**src/rtl/relogio_contador.sv**
```systemverilog
// rtl/relogio_contador.sv - BCD hh:mm:ss timekeeper with button set mode and day-rollover pulse
module relogio_contador #(
   parameter int RESET_H = 0,
   parameter int RESET_M = 0
) (
   input  logic       relogio_clock,
   input  logic       relogio_reset,
   input  logic       relogio_tick,
   input  logic       relogio_btn_mode,
   input  logic       relogio_btn_inc,
   output logic [1:0] relogio_h_dez,
   output logic [3:0] relogio_h_uni,
   output logic [2:0] relogio_m_dez,
   output logic [3:0] relogio_m_uni,
   output logic [2:0] relogio_s_dez,
   output logic [3:0] relogio_s_uni,
   output logic [1:0] relogio_modo,
   output logic       relogio_virada
);

   typedef enum logic [1:0] {
      RUN      = 2'b00,
      SET_HORA = 2'b01,
      SET_MIN  = 2'b10
   } estado_t;

   localparam logic [1:0] RST_H_DEZ = 2'(RESET_H / 10);
   localparam logic [3:0] RST_H_UNI = 4'(RESET_H % 10);
   localparam logic [2:0] RST_M_DEZ = 3'(RESET_M / 10);
   localparam logic [3:0] RST_M_UNI = 4'(RESET_M % 10);

   estado_t    estado;
   logic       mode_prev;
   logic       inc_prev;
   logic       mode_evt;
   logic       inc_evt;
   logic       min_last;
   logic       hora_last;
   logic [1:0] h_dez_nxt;
   logic [3:0] h_uni_nxt;
   logic [2:0] m_dez_nxt;
   logic [3:0] m_uni_nxt;

   assign relogio_modo = estado;

   // Next hour/minute values are shared by the RUN carry chain and the set-mode increments.
   always_comb begin
      mode_evt  = relogio_btn_mode & ~mode_prev;
      inc_evt   = relogio_btn_inc & ~inc_prev;
      min_last  = (relogio_m_dez == 3'd5) && (relogio_m_uni == 4'd9);
      hora_last = (relogio_h_dez == 2'd2) && (relogio_h_uni == 4'd3);

      h_dez_nxt = relogio_h_dez;
      h_uni_nxt = relogio_h_uni + 4'd1;
      if (hora_last) begin
         h_dez_nxt = 2'd0;
         h_uni_nxt = 4'd0;
      end else if (relogio_h_uni == 4'd9) begin
         h_dez_nxt = relogio_h_dez + 2'd1;
         h_uni_nxt = 4'd0;
      end

      m_dez_nxt = relogio_m_dez;
      m_uni_nxt = relogio_m_uni + 4'd1;
      if (min_last) begin
         m_dez_nxt = 3'd0;
         m_uni_nxt = 4'd0;
      end else if (relogio_m_uni == 4'd9) begin
         m_dez_nxt = relogio_m_dez + 3'd1;
         m_uni_nxt = 4'd0;
      end
   end

   always_ff @(posedge relogio_clock) begin
      if (relogio_reset) begin
         relogio_h_dez  <= RST_H_DEZ;
         relogio_h_uni  <= RST_H_UNI;
         relogio_m_dez  <= RST_M_DEZ;
         relogio_m_uni  <= RST_M_UNI;
         relogio_s_dez  <= 3'd0;
         relogio_s_uni  <= 4'd0;
         estado         <= RUN;
         relogio_virada <= 1'b0;
         // History starts high so a button held through reset is not seen as a press.
         mode_prev      <= 1'b1;
         inc_prev       <= 1'b1;
      end else begin
         mode_prev      <= relogio_btn_mode;
         inc_prev       <= relogio_btn_inc;
         relogio_virada <= 1'b0;
         if (mode_evt) begin
            case (estado)
               RUN: begin
                  estado        <= SET_HORA;
                  relogio_s_dez <= 3'd0;
                  relogio_s_uni <= 4'd0;
               end
               SET_HORA: estado <= SET_MIN;
               default:  estado <= RUN;
            endcase
         end else begin
            case (estado)
               RUN: begin
                  if (relogio_tick) begin
                     if (relogio_s_uni != 4'd9) begin
                        relogio_s_uni <= relogio_s_uni + 4'd1;
                     end else begin
                        relogio_s_uni <= 4'd0;
                        if (relogio_s_dez != 3'd5) begin
                           relogio_s_dez <= relogio_s_dez + 3'd1;
                        end else begin
                           relogio_s_dez <= 3'd0;
                           relogio_m_dez <= m_dez_nxt;
                           relogio_m_uni <= m_uni_nxt;
                           if (min_last) begin
                              relogio_h_dez <= h_dez_nxt;
                              relogio_h_uni <= h_uni_nxt;
                              if (hora_last) relogio_virada <= 1'b1;
                           end
                        end
                     end
                  end
               end
               SET_HORA: begin
                  if (inc_evt) begin
                     relogio_h_dez <= h_dez_nxt;
                     relogio_h_uni <= h_uni_nxt;
                  end
               end
               SET_MIN: begin
                  if (inc_evt) begin
                     relogio_m_dez <= m_dez_nxt;
                     relogio_m_uni <= m_uni_nxt;
                  end
               end
               default: estado <= RUN;
            endcase
         end
      end
   end

endmodule

```
**config.mk**
```make
export PLATFORM = sky130hd
export DESIGN_NAME = relogio_contador
export DESIGN_NICKNAME = d
export VERILOG_FILES = /design/src/rtl/relogio_contador.sv
export SDC_FILE = /design/constraint.sdc
export NUM_CORES = 1
export LEC_CHECK = 0
export ABC_AREA = 0
export CAP_MARGIN = 20
export CORE_MARGIN = 1.5
export CORE_UTILIZATION = 44
export CTS_CLUSTER_DIAMETER = 120
export DETAILED_ROUTE_END_ITERATION = 16
export DONT_BUFFER_PORTS = 1
export MAX_ROUTING_LAYER = met4
export SETUP_SLACK_MARGIN = 0.4
export SLEW_MARGIN = 0
export SYNTH_ARGS = -nofsm -noshare
export SYNTH_HDL_FRONTEND = slang
export SYNTH_SLANG_ARGS = --single-unit
```
**constraint.sdc**
```tcl
create_clock -name relogio_clock -period 2.3 [get_ports relogio_clock]
set_input_delay 0.345 -clock relogio_clock [delete_from_list [all_inputs] [get_ports relogio_clock]]
set_output_delay 0.345 -clock relogio_clock [all_outputs]
set_load 0.05 [all_outputs]
```
== Yosys cells after proc, flatten, opt, wreduce, memory -nomap -nowiden ==
Index checks and enable logic that the tools add are counted.

* Bits of input ports: 5
* Memories kept: 0
* Word-level logic and storage cells: 98
* RAM bits: 0
* Register bits after elaboration: 25
* Bits in latches: 0
* Output and inout bits: 23
* ROM bits: 0

* Equality and inequality tests: 17
* Multipliers: 0
* Add/subtract/negate cells: 6
* Divide/modulo/power cells: 0
* Reductions and logical operators: 12
* Bitwise operators: 8
* $lt $le $gt $ge: 0
* Muxes and demuxes: 45
* Shift-type cells: 0

{| class="wikitable"
|+ Operators by type and width
! cell !! count
|-
| $mux W4 || 18
|-
| $mux W3 || 12
|-
| $mux W2 || 9
|-
| $pmux W4 S2 || 2
|-
| $ne A2 B2 Y1 const B || 7
|-
| $add A4 B1 Y4 const B || 3
|-
| $eq A4 B4 Y1 const B || 2
|-
| $pmux W2 S2 || 2
|-
| $reduce_and A7 Y1 || 1
|-
| $reduce_or A7 Y1 || 1
|-
| $add A3 B1 Y3 const B || 2
|-
| $not A1 Y1 || 6
|-
| $pmux W3 S2 || 1
|-
| $reduce_and A6 Y1 || 1
|-
| $reduce_bool A2 Y1 || 3
|-
| $eq A2 B2 Y1 const B || 2
|-
| $eq A4 B2 Y1 const B || 1
|-
| $ne A4 B4 Y1 const B || 1
|-
| $eq A3 B3 Y1 const B || 1
|-
| $ne A3 B3 Y1 const B || 1
|-
| $reduce_and A3 Y1 || 1
|-
| $reduce_or A3 Y1 || 1
|-
| $add A2 B1 Y2 const B || 1
|-
| $and A1 B1 Y1 || 2
|-
| 6 further kinds || 7
|}

== Logic depth before layout (Yosys ltp) ==
Gate-level depths: netlist (run 1).

* Depth in word-level cells: 8
* Depth in mapped cells: 6
* Depth with buffers taken out: 6

== Worst setup path before layout (run 1) ==
OpenSTA, ideal clock, no wires.

* Path kind: reg2reg
* Start point: reg relogio_s_uni[0]
* End point: reg relogio_m_uni[3]
* Buffers on the path: 0
* Path slack: -38 ps
* Setup time: 74 ps
* Period minus slack after synthesis: 2338 ps
* Stages on the path, launching flop included: 6
* Data required time: 2226 ps
* Data arrival time: 2264 ps
* Path through: dfxtp_1 ha_1 nand3b_4 o41a_4 or4_1 a31oi_1

* Cells in the longest elaborated chain, start to end: 3

{| class="wikitable"
|+ RTL lines
! element !! RTL line !! text
|-
| start: declaration || 16 || <nowiki>output logic [3:0] relogio_s_uni,</nowiki>
|-
| start signal: assignment || 106 || <nowiki>relogio_s_uni <= relogio_s_uni + 4'd1;</nowiki>
|-
| $ne A4 B4 Y1 || 105 || <nowiki>if (relogio_s_uni != 4'd9) begin</nowiki>
|-
| $ne A2 B2 Y1 (no source line) || - ||
|-
| $reduce_and A6 Y1 (no source line) || - ||
|-
| end signal: assignment || 114 || <nowiki>relogio_m_uni <= m_uni_nxt;</nowiki>
|-
| end signal: assignment || 133 || <nowiki>relogio_m_uni <= m_uni_nxt;</nowiki>
|-
| end: declaration || 14 || <nowiki>output logic [3:0] relogio_m_uni,</nowiki>
|}

Every way passes these cells.
A chain may end at the register's enable or synchronous reset.

== Worst setup path after layout (run 1) ==
Same ends and word-level chain as after synthesis.

==> results.toml, run 1 <==
[timing]
clock.fmax_mhz = 526
post-route-period-util = 0.826
setup_violations = 0
finalClockSkew_ns = 0.00157
finalSetupTns_ns = 0
grt_setup_unrepaired = "yes"
holdWs_ns = 0.0780
fin_crit_ns = 1.90
final-hold-violation-count = 0
final_max_slew_viol_count = 0
relSlewSlack = 0.498
worst_pin_slew_ns = 0.751

[grt]
grt.total_usage = 0.204
grt_pass1_vias = 1172
grt_pass1_wl_um = 5350
overflow = 0
grt_max_degree = 32
grt_antenna_before_repair = 0

[floorplan]
ios = 28
core_um2 = 3030
chipWidth_um = 59.0
die_y_um = 59.0
start_util = 0.456
fp-row-count = 20
dieArea_um2 = 3480

[logic_synthesis]
synth_common_cells = "25 x dfxtp_1, 13 x a21oi_1, 10 x nor2_1"
async_flop_share = 0
seq_area_frac_synth = 0.362
synth_edf_count = 0
avgSynthCellArea_um2 = 8.74
synth_cell_types = 48
yosysWarnings = 0
synth_top_area_frac = 0.362
syn_nets = 169
synth_flop_cell = "dfxtp_1"
synth_cells = 158
netlist_area_um2 = 1380
ys_seq_elements = 25
yosys.area.top_type = "dfxtp_1"
yosysMostFrequentCell = "dfxtp_1"
synth.area.top_cells = "dfxtp_1 36%, ha_1 5.4%, a21oi_1 4.7%"

[critical_path]
r2r_cells = 5
cp.arrival_ns = 2.15
crit_cells = 5
critPathLaunchType = "flip-flop"
cp-endpoint = "relogio_m_uni[3]"
cp-end-kind = "flip-flop"
slowest_stage = "dfxtp_4"
critPathBufInv = 0
path_cells = "ha_4, nand3b_4, o41a_4, or4_1, a31oi_1"
rr_endpoint = "relogio_m_uni[3]"
r2r_start = "relogio_s_uni[0]"
reg2reg_slack_ns = 0.40
path_delay_family = "simple AND/OR/NAND/NOR gates"
slowest_delay_ns = 0.51
crit_start = "relogio_s_uni[0]"
critPathKind = "reg2reg"
cp.required_ns = 2.55
cp_max_fo = 6

[power]
swShare = 0.279
p_comb_frac = 0.092
p_switching_mw = 0.209
seq_power_share = 0.645
vdd_ir_drop_max_uv = 220
p_per_area_nw_per_um2 = 436
clkPwrFrac = 0.263
p_leak_nw = 0.640
internal_power_mw = 0.541

[route]
vias = 1286
drt_iter0_markers = 98
firstDrtPassIters = 4
drt.antenna.violating_nets = 0
routedWlPerCell_um = 15.1
drt-vias-per-instance = 5.85
wirelength_um = 3330
drc = 0

[placement]
dp_hpwl_um = 2240
port_buffers = 0
gp_congestion = 0.899

[cells_and_area]
n_fill_cell = 268
drive_above_1_share = 0.318
synthToLayoutAreaGrowth_pct = 24.4
final_core_util = 0.567
antennaDiodeCount = 0
finalNetCount = 188

[clock_tree]
cts-root-to-sink-buffers = 2
ctsHoldBuffers = 0
cts-buffers-inserted = 3
clk_pin_slew_ns = 0.13
htree_num_levels = 1
cts_sinks = 25
clock_latency_ns = 0.31
cts_tree = "built"
cts_root_buffer = "clkbuf_4"

[outcome]
status = "finished, final reports clean"

[job]
max_cap_violations = 0

[min_path]
hold_path.class = "in2reg"
-- power groups by stage --
stage	sequential (mW)	clock, mW	combinational, mW
4_1_cts	0.484	0.207	0.0607
3_3_place_gp	0.495	0	0.0592
5_1_grt	0.485	0.224	0.0771
6_report	0.483	0.197	0.0691
3_5_place_dp	0.495	0	0.0603
2_1_floorplan	0.489	0	0.0592
-- placed cells by master, fill, tap and decap left out, drive strengths merged, types with 4 or more instances in the layout --
cell and instances:
a21oi 13, buf 20, clkbuf 4, dfxtp 25, ha 6, inv 8, nand2b 4, nand3 9
nand3b 4, nor2 10, nor2b 4, nor3 8, o21ai 7, or4 4
-- state kept, by name, indices dropped and copies added (netlist names) --
signal,flops
inc_prev,1
mode_prev,1
relogio_h_dez,2
relogio_h_uni,4
relogio_m_dez,3
relogio_m_uni,4
relogio_modo,2
relogio_s_dez,3
relogio_s_uni,4
relogio_virada,1
-- how the worst min path moves through the flow --
stage,endpoint,from,slack [ns],cells past startpoint
floorplan,inc_prev,relogio_btn_inc,0.45,1
global placement,relogio_s_dez[0],relogio_reset,0.41,1
detailed placement,relogio_s_dez[0],relogio_reset,0.41,1
CTS,relogio_s_dez[0],relogio_reset,0.06,1
global route,relogio_s_dez[0],relogio_reset,0.04,1
finish,relogio_s_uni[1],relogio_reset,0.08,1
-- cell type report --
| class | count | area, um^2 | share of cell area |
|---|---|---|---|
| clock buffers | 4 | 26.3 | 0.0153 |
| multi-input cells | 119 | 917 | 0.534 |
| inverters | 8 | 30.0 | 0.0175 |
| flip-flops and latches | 25 | 536 | 0.312 |
| repair buffers | 20 | 154 | 0.0896 |
| well taps | 44 | 55.1 | 0.0320 |
-- through the flow --
step | setup slack (ns) | area [um^2] | power, mW | std cells
after floorplan | 0.390 | 1440 | 0.548 | 158
after global placement | 0.346 | 1570 | 0.554 | 210
after detailed placement | 0.258 | 1570 | 0.555 | 210
after CTS | 0.386 | 1670 | 0.752 | 220
after global routing | 0.346 | 1720 | 0.786 | 220
final | 0.400 | 1720 | 0.750 | 220
-- routing by layer --
metal	global-route usage	up-vias	part of all wire
met5	-	-	0
met4	0.0714	0	0.016
met3	0.0437	6	0.058
met1	0.268	608	0.45
met2	0.311	41	0.48
li1	-	631	-
-- logic make-up after synthesis --
| family | count (synthesis) | share of synthesized area |
|---|---|---|
| xor gates and xnor gates | 4 | 0.0254 |
| muxes | 2 | 0.0163 |
| buffers and inverters | 14 | 0.0399 |
| adders and majority gates | 6 | 0.0543 |
| DFF | 25 | 0.362 |
| AOI/OAI and AO/OA | 42 | 0.212 |
| and+or+nand+nor | 65 | 0.290 |
-- timing repair --
action	4_1_cts	5_1_grt
setup endpoints to repair	6	11
gates resized for setup	5	11
pin swaps	3	5
setup buffers	6	0
-- worst register-to-register path, stage by stage, from the launching register on --
cell and delay (ns):
dfxtp_4 0.51, ha_4 0.18, nand3b_4 0.08, o41a_4 0.40
or4_1 0.51, a31oi_1 0.17
Power figures use the tool's default switching activity.
==> inputs of run 2 (changes only) <==
==> constraint.sdc (replaced) <==
create_clock -name relogio_clock -period 2 [get_ports relogio_clock]
set_input_delay 0.3 -clock relogio_clock [delete_from_list [all_inputs] [get_ports relogio_clock]]
set_output_delay 0.3 -clock relogio_clock [all_outputs]
set_load 0.05 [all_outputs]
==> results.toml, run 2 (synthesis gave the netlist of run 1 again) <==
[cells_and_area]
final_cells = 231
synthToLayoutAreaGrowth_pct = 34.7
final_core_util = 0.614
final_common_cell = "buf_4"
final_cell_mix = "26 x buf_4, 11 x a21oi_1, 11 x dfxtp_2"
top_regs = "relogio_h_uni (4), relogio_m_uni (4), relogio_s_uni (4)"
finalNetCount = 199
antennaDiodeCount = 0
n_fill_cell = 265
drive_above_1_share = 0.433
fin_area_um2 = 1860

[floorplan]
start_util = 0.456
die_y_um = 59.0
chipWidth_um = 59.0
dieArea_um2 = 3480
fp-row-count = 20
ios = 28
core_um2 = 3030

[timing]
worst_pin_slew_ns = 0.472
fin_crit_ns = 1.74
finalClockSkew_ns = 0.00372
final_max_slew_viol_count = 0
clock.fmax_mhz = 575
grt_setup_unrepaired = "yes"
setup_violations = 0
relSlewSlack = 0.685
finalSetupTns_ns = 0
post-route-period-util = 0.869
final-hold-violation-count = 0

[placement]
placed_cell_area_um2 = 1670
placed_cells = 220
dp_hpwl_um = 2500
port_buffers = 0
gp_congestion = 0.858

[route]
wirelength_um = 3630
drc = 0
firstDrtPassIters = 4
drt-vias-per-instance = 5.75
routedWlPerCell_um = 15.7
drt.antenna.violating_nets = 0
drt_iter0_markers = 48
vias = 1328

[clock_tree]
cts-root-to-sink-buffers = 2
cts-buffers-inserted = 3
cts_sinks = 25
clk_pin_slew_ns = 0.15
clock_latency_ns = 0.32
htree_num_levels = 1
cts_root_buffer = "clkbuf_4"
cts_tree = "built"

[power]
vdd_ir_drop_max_uv = 257
p_per_area_nw_per_um2 = 481
p_leak_nw = 0.725

[grt]
grt.total_usage = 0.224
grt_max_degree = 32
grt_antenna_before_repair = 0
grt_pass1_vias = 1265
grt_pass1_wl_um = 5820
overflow = 0

[critical_path]
cp.required_ns = 2.23
critPathKind = "reg2reg"
cp_max_fo = 5
cp-end-kind = "flip-flop"
cp.arrival_ns = 1.97
critPathLaunchType = "flip-flop"

[outcome]
status = "finished, final reports clean"

[job]
max_cap_violations = 0

[min_path]
hold_path.class = "in2reg"
-- run 2: layer usage --
metal	routed length [um]	vias up	track usage
met5	0	-	-
met4	88	0	0.0747
met3	148	9	0.0393
met2	1780	36	0.371
met1	1620	630	0.274
li1	-	653	-
-- run 2: final timing paths --
check                    from                to  slack (ns)  depth (start not counted)
max          relogio_h_uni[0]  relogio_h_uni[1]        0.26                          6
min             relogio_reset  relogio_m_uni[0]        0.03                          1
max reg2reg  relogio_h_uni[0]  relogio_h_uni[1]        0.26                          6
min reg2reg  relogio_s_dez[0]  relogio_s_dez[0]        0.53                          2
-- run 2: where the power goes --
group          leakage, nW  total [mW]  internal (mW)  switching, mW
combinational        0.497       0.130         0.0503         0.0796
sequential           0.213       0.525          0.507         0.0186
clock               0.0150       0.239         0.0780          0.161
total                0.725       0.895          0.635          0.259
-- run 2: stage by stage --
stage	setup WS, ns	total power [mW]	hold slack, ns
2_1_floorplan	0.189	0.631	0.407
3_3_place_gp	0.272	0.651	0.366
3_5_place_dp	0.243	0.653	0.367
4_1_cts	0.294	0.887	0.0171
5_1_grt	0.218	0.939	0.00354
6_report	0.261	0.895	0.0339
-- run 2: final cells by class --
type / instances / area, um^2 / share of cell area
Multi-Input combinational cell: 119 / 960 / 0.516
Sequential cell: 25 / 537 / 0.289
Timing Repair Buffer: 31 / 250 / 0.134
Tap cell: 44 / 55.1 / 0.0296
Inverter: 8 / 32.5 / 0.0175
Clock buffer: 4 / 26.3 / 0.0141
-- run 2: timing repair --
| action | 4_1_cts | 5_1_grt |
|---|---|---|
| gates resized for setup | 13 | 16 |
| hold endpoints to repair | 0 | 7 |
| hold buffers | 0 | 1 |
| setup buffers | 5 | 1 |
| endpoints found under the setup margin | 11 | 13 |
| pin swaps | 7 | 5 |
-- run 2: critical path, cell delays in order, from the launching register on --
cell and delay, ns:
dfxtp_4 0.40, ha_4 0.13, or4bb_4 0.47, a21oi_4 0.21
buf_4 0.16, nor3_2 0.03, mux2_4 0.24
==> inputs of run 3 (changes only) <==
--- a/config.mk
+++ b/config.mk
@@ -12,6 +12,7 @@
 export CTS_CLUSTER_DIAMETER = 120
 export DETAILED_ROUTE_END_ITERATION = 16
 export DONT_BUFFER_PORTS = 1
+export GPL_TIMING_DRIVEN = 0
 export MAX_ROUTING_LAYER = met4
 export SETUP_SLACK_MARGIN = 0.4
 export SLEW_MARGIN = 0
==> results.toml, run 3 (synthesis gave the netlist of run 1 again) <==
[outcome]
status = "finished, final reports clean"

[route]
wirelength_um = 3720
vias = 1319
routedWlPerCell_um = 16.8
firstDrtPassIters = 4
drt-vias-per-instance = 5.97
drt_iter0_markers = 72
drt.antenna.violating_nets = 0
drc = 0

[timing]
clock.fmax_mhz = 530
final_max_slew_viol_count = 0
post-route-period-util = 0.943
finalSetupTns_ns = 0
grt_setup_unrepaired = "yes"
fin_crit_ns = 1.89
worst_pin_slew_ns = 0.734
final-hold-violation-count = 0
holdWs_ns = 0.0752
finalClockSkew_ns = 0.0172
setup_violations = 0
relSlewSlack = 0.510

[clock_tree]
htree_num_levels = 1
cts-buffers-inserted = 3
cts_root_buffer = "clkbuf_4"
cts_tree = "built"
ctsHoldBuffers = 0
clock_latency_ns = 0.33
clk_pin_slew_ns = 0.15
cts-root-to-sink-buffers = 2
cts_sinks = 25

[job]
max_cap_violations = 0

[cells_and_area]
final_cells = 221
fin_area_um2 = 1900
antennaDiodeCount = 0
drive_above_1_share = 0.452
final_cell_mix = "12 x dfxtp_4, 11 x a21oi_1, 11 x buf_4, 9 x dfxtp_2, 8 x nand3_1"
final_common_cell = "dfxtp_4"
top_regs = "relogio_h_uni (4), relogio_m_uni (4), relogio_s_uni (4)"
synthToLayoutAreaGrowth_pct = 37.4
finalNetCount = 189

[critical_path]
critPathLaunchType = "flip-flop"
crit_start = "relogio_modo[1]"
cp-end-kind = "flip-flop"
r2r_cells = 5
cp.arrival_ns = 2.14
cp.required_ns = 2.26
cp-endpoint = "relogio_m_uni[2]"
critPathKind = "reg2reg"
rr_endpoint = "relogio_m_uni[2]"
cp_max_fo = 6
r2r_start = "relogio_modo[1]"
reg2reg_slack_ns = 0.11

[power]
p_per_area_nw_per_um2 = 486
p_leak_nw = 0.677
vdd_ir_drop_max_uv = 307

[floorplan]
ios = 28
chipWidth_um = 59.0
start_util = 0.456
die_y_um = 59.0
dieArea_um2 = 3480
core_um2 = 3030
fp-row-count = 20

[grt]
overflow = 0
grt_antenna_before_repair = 0
grt_pass1_vias = 1298
grt_pass1_wl_um = 5860
grt.total_usage = 0.223
grt_max_degree = 15

[placement]
gp_congestion = 0.832
dp_hpwl_um = 2320
placed_cell_area_um2 = 1520
placed_cells = 202
port_buffers = 0

[min_path]
hold_path.class = "in2reg"
[run 3: timing repair]
item | 4_1_cts | 5_1_grt
cloned | 0 | 0
pin swaps | 5 | 15
setup buffers | 8 | 7
endpoints found under the setup margin | 15 | 19
resized for setup | 23 | 33
[run 3: cell type report]
class	instances	area [um^2]
fill	266	1130
multi-input combinational	119	1050
sequential	25	557
timing repair buffer	15	131
tap	44	55.1
buffer	6	45.0
inverter	8	32.5
clock buffer	3	22.5
clock inverter	1	5.00
[run 3: how the worst min path moves through the flow]
stage,to,cells after the start,startpoint
3_5_place_dp,inc_prev,1,relogio_btn_inc
6_report,mode_prev,1,relogio_btn_mode
3_3_place_gp,mode_prev,1,relogio_btn_mode
4_1_cts,mode_prev,1,relogio_btn_mode
2_1_floorplan,inc_prev,1,relogio_btn_inc
5_1_grt,mode_prev,1,relogio_btn_mode
[run 3: critical path: stages (launching register included)]
cell	delay, ns
dfxtp_4	0.44
buf_6	0.14
nand2b_4	0.13
o41a_4	0.50
or4_4	0.49
a21oi_2	0.12
[run 3: stage by stage]
step	util	power [mW]	setup WS [ns]
after floorplan	-	0.631	0.189
after global placement	0.503	0.649	0.0377
after detailed placement	0.503	0.653	0.0159
after CTS	0.558	0.902	0.0998
after global routing	0.627	0.973	0.0419
final	0.627	0.922	0.114
[run 3: where the power goes]
part | internal (mW) | leakage (nW) | total, mW | switching, mW
Clock | 0.0751 | 0.0177 | 0.237 | 0.162
Combinational | 0.0643 | 0.443 | 0.138 | 0.0732
Sequential | 0.499 | 0.216 | 0.548 | 0.0486
[run 3: per-layer routing]
metal | part of all wire | track usage | wire length [um]
met5 | 0 | - | 0
met3 | 0.052 | 0.0721 | 192
met1 | 0.45 | 0.262 | 1670
met4 | 0.014 | 0.0617 | 51
met2 | 0.49 | 0.367 | 1800
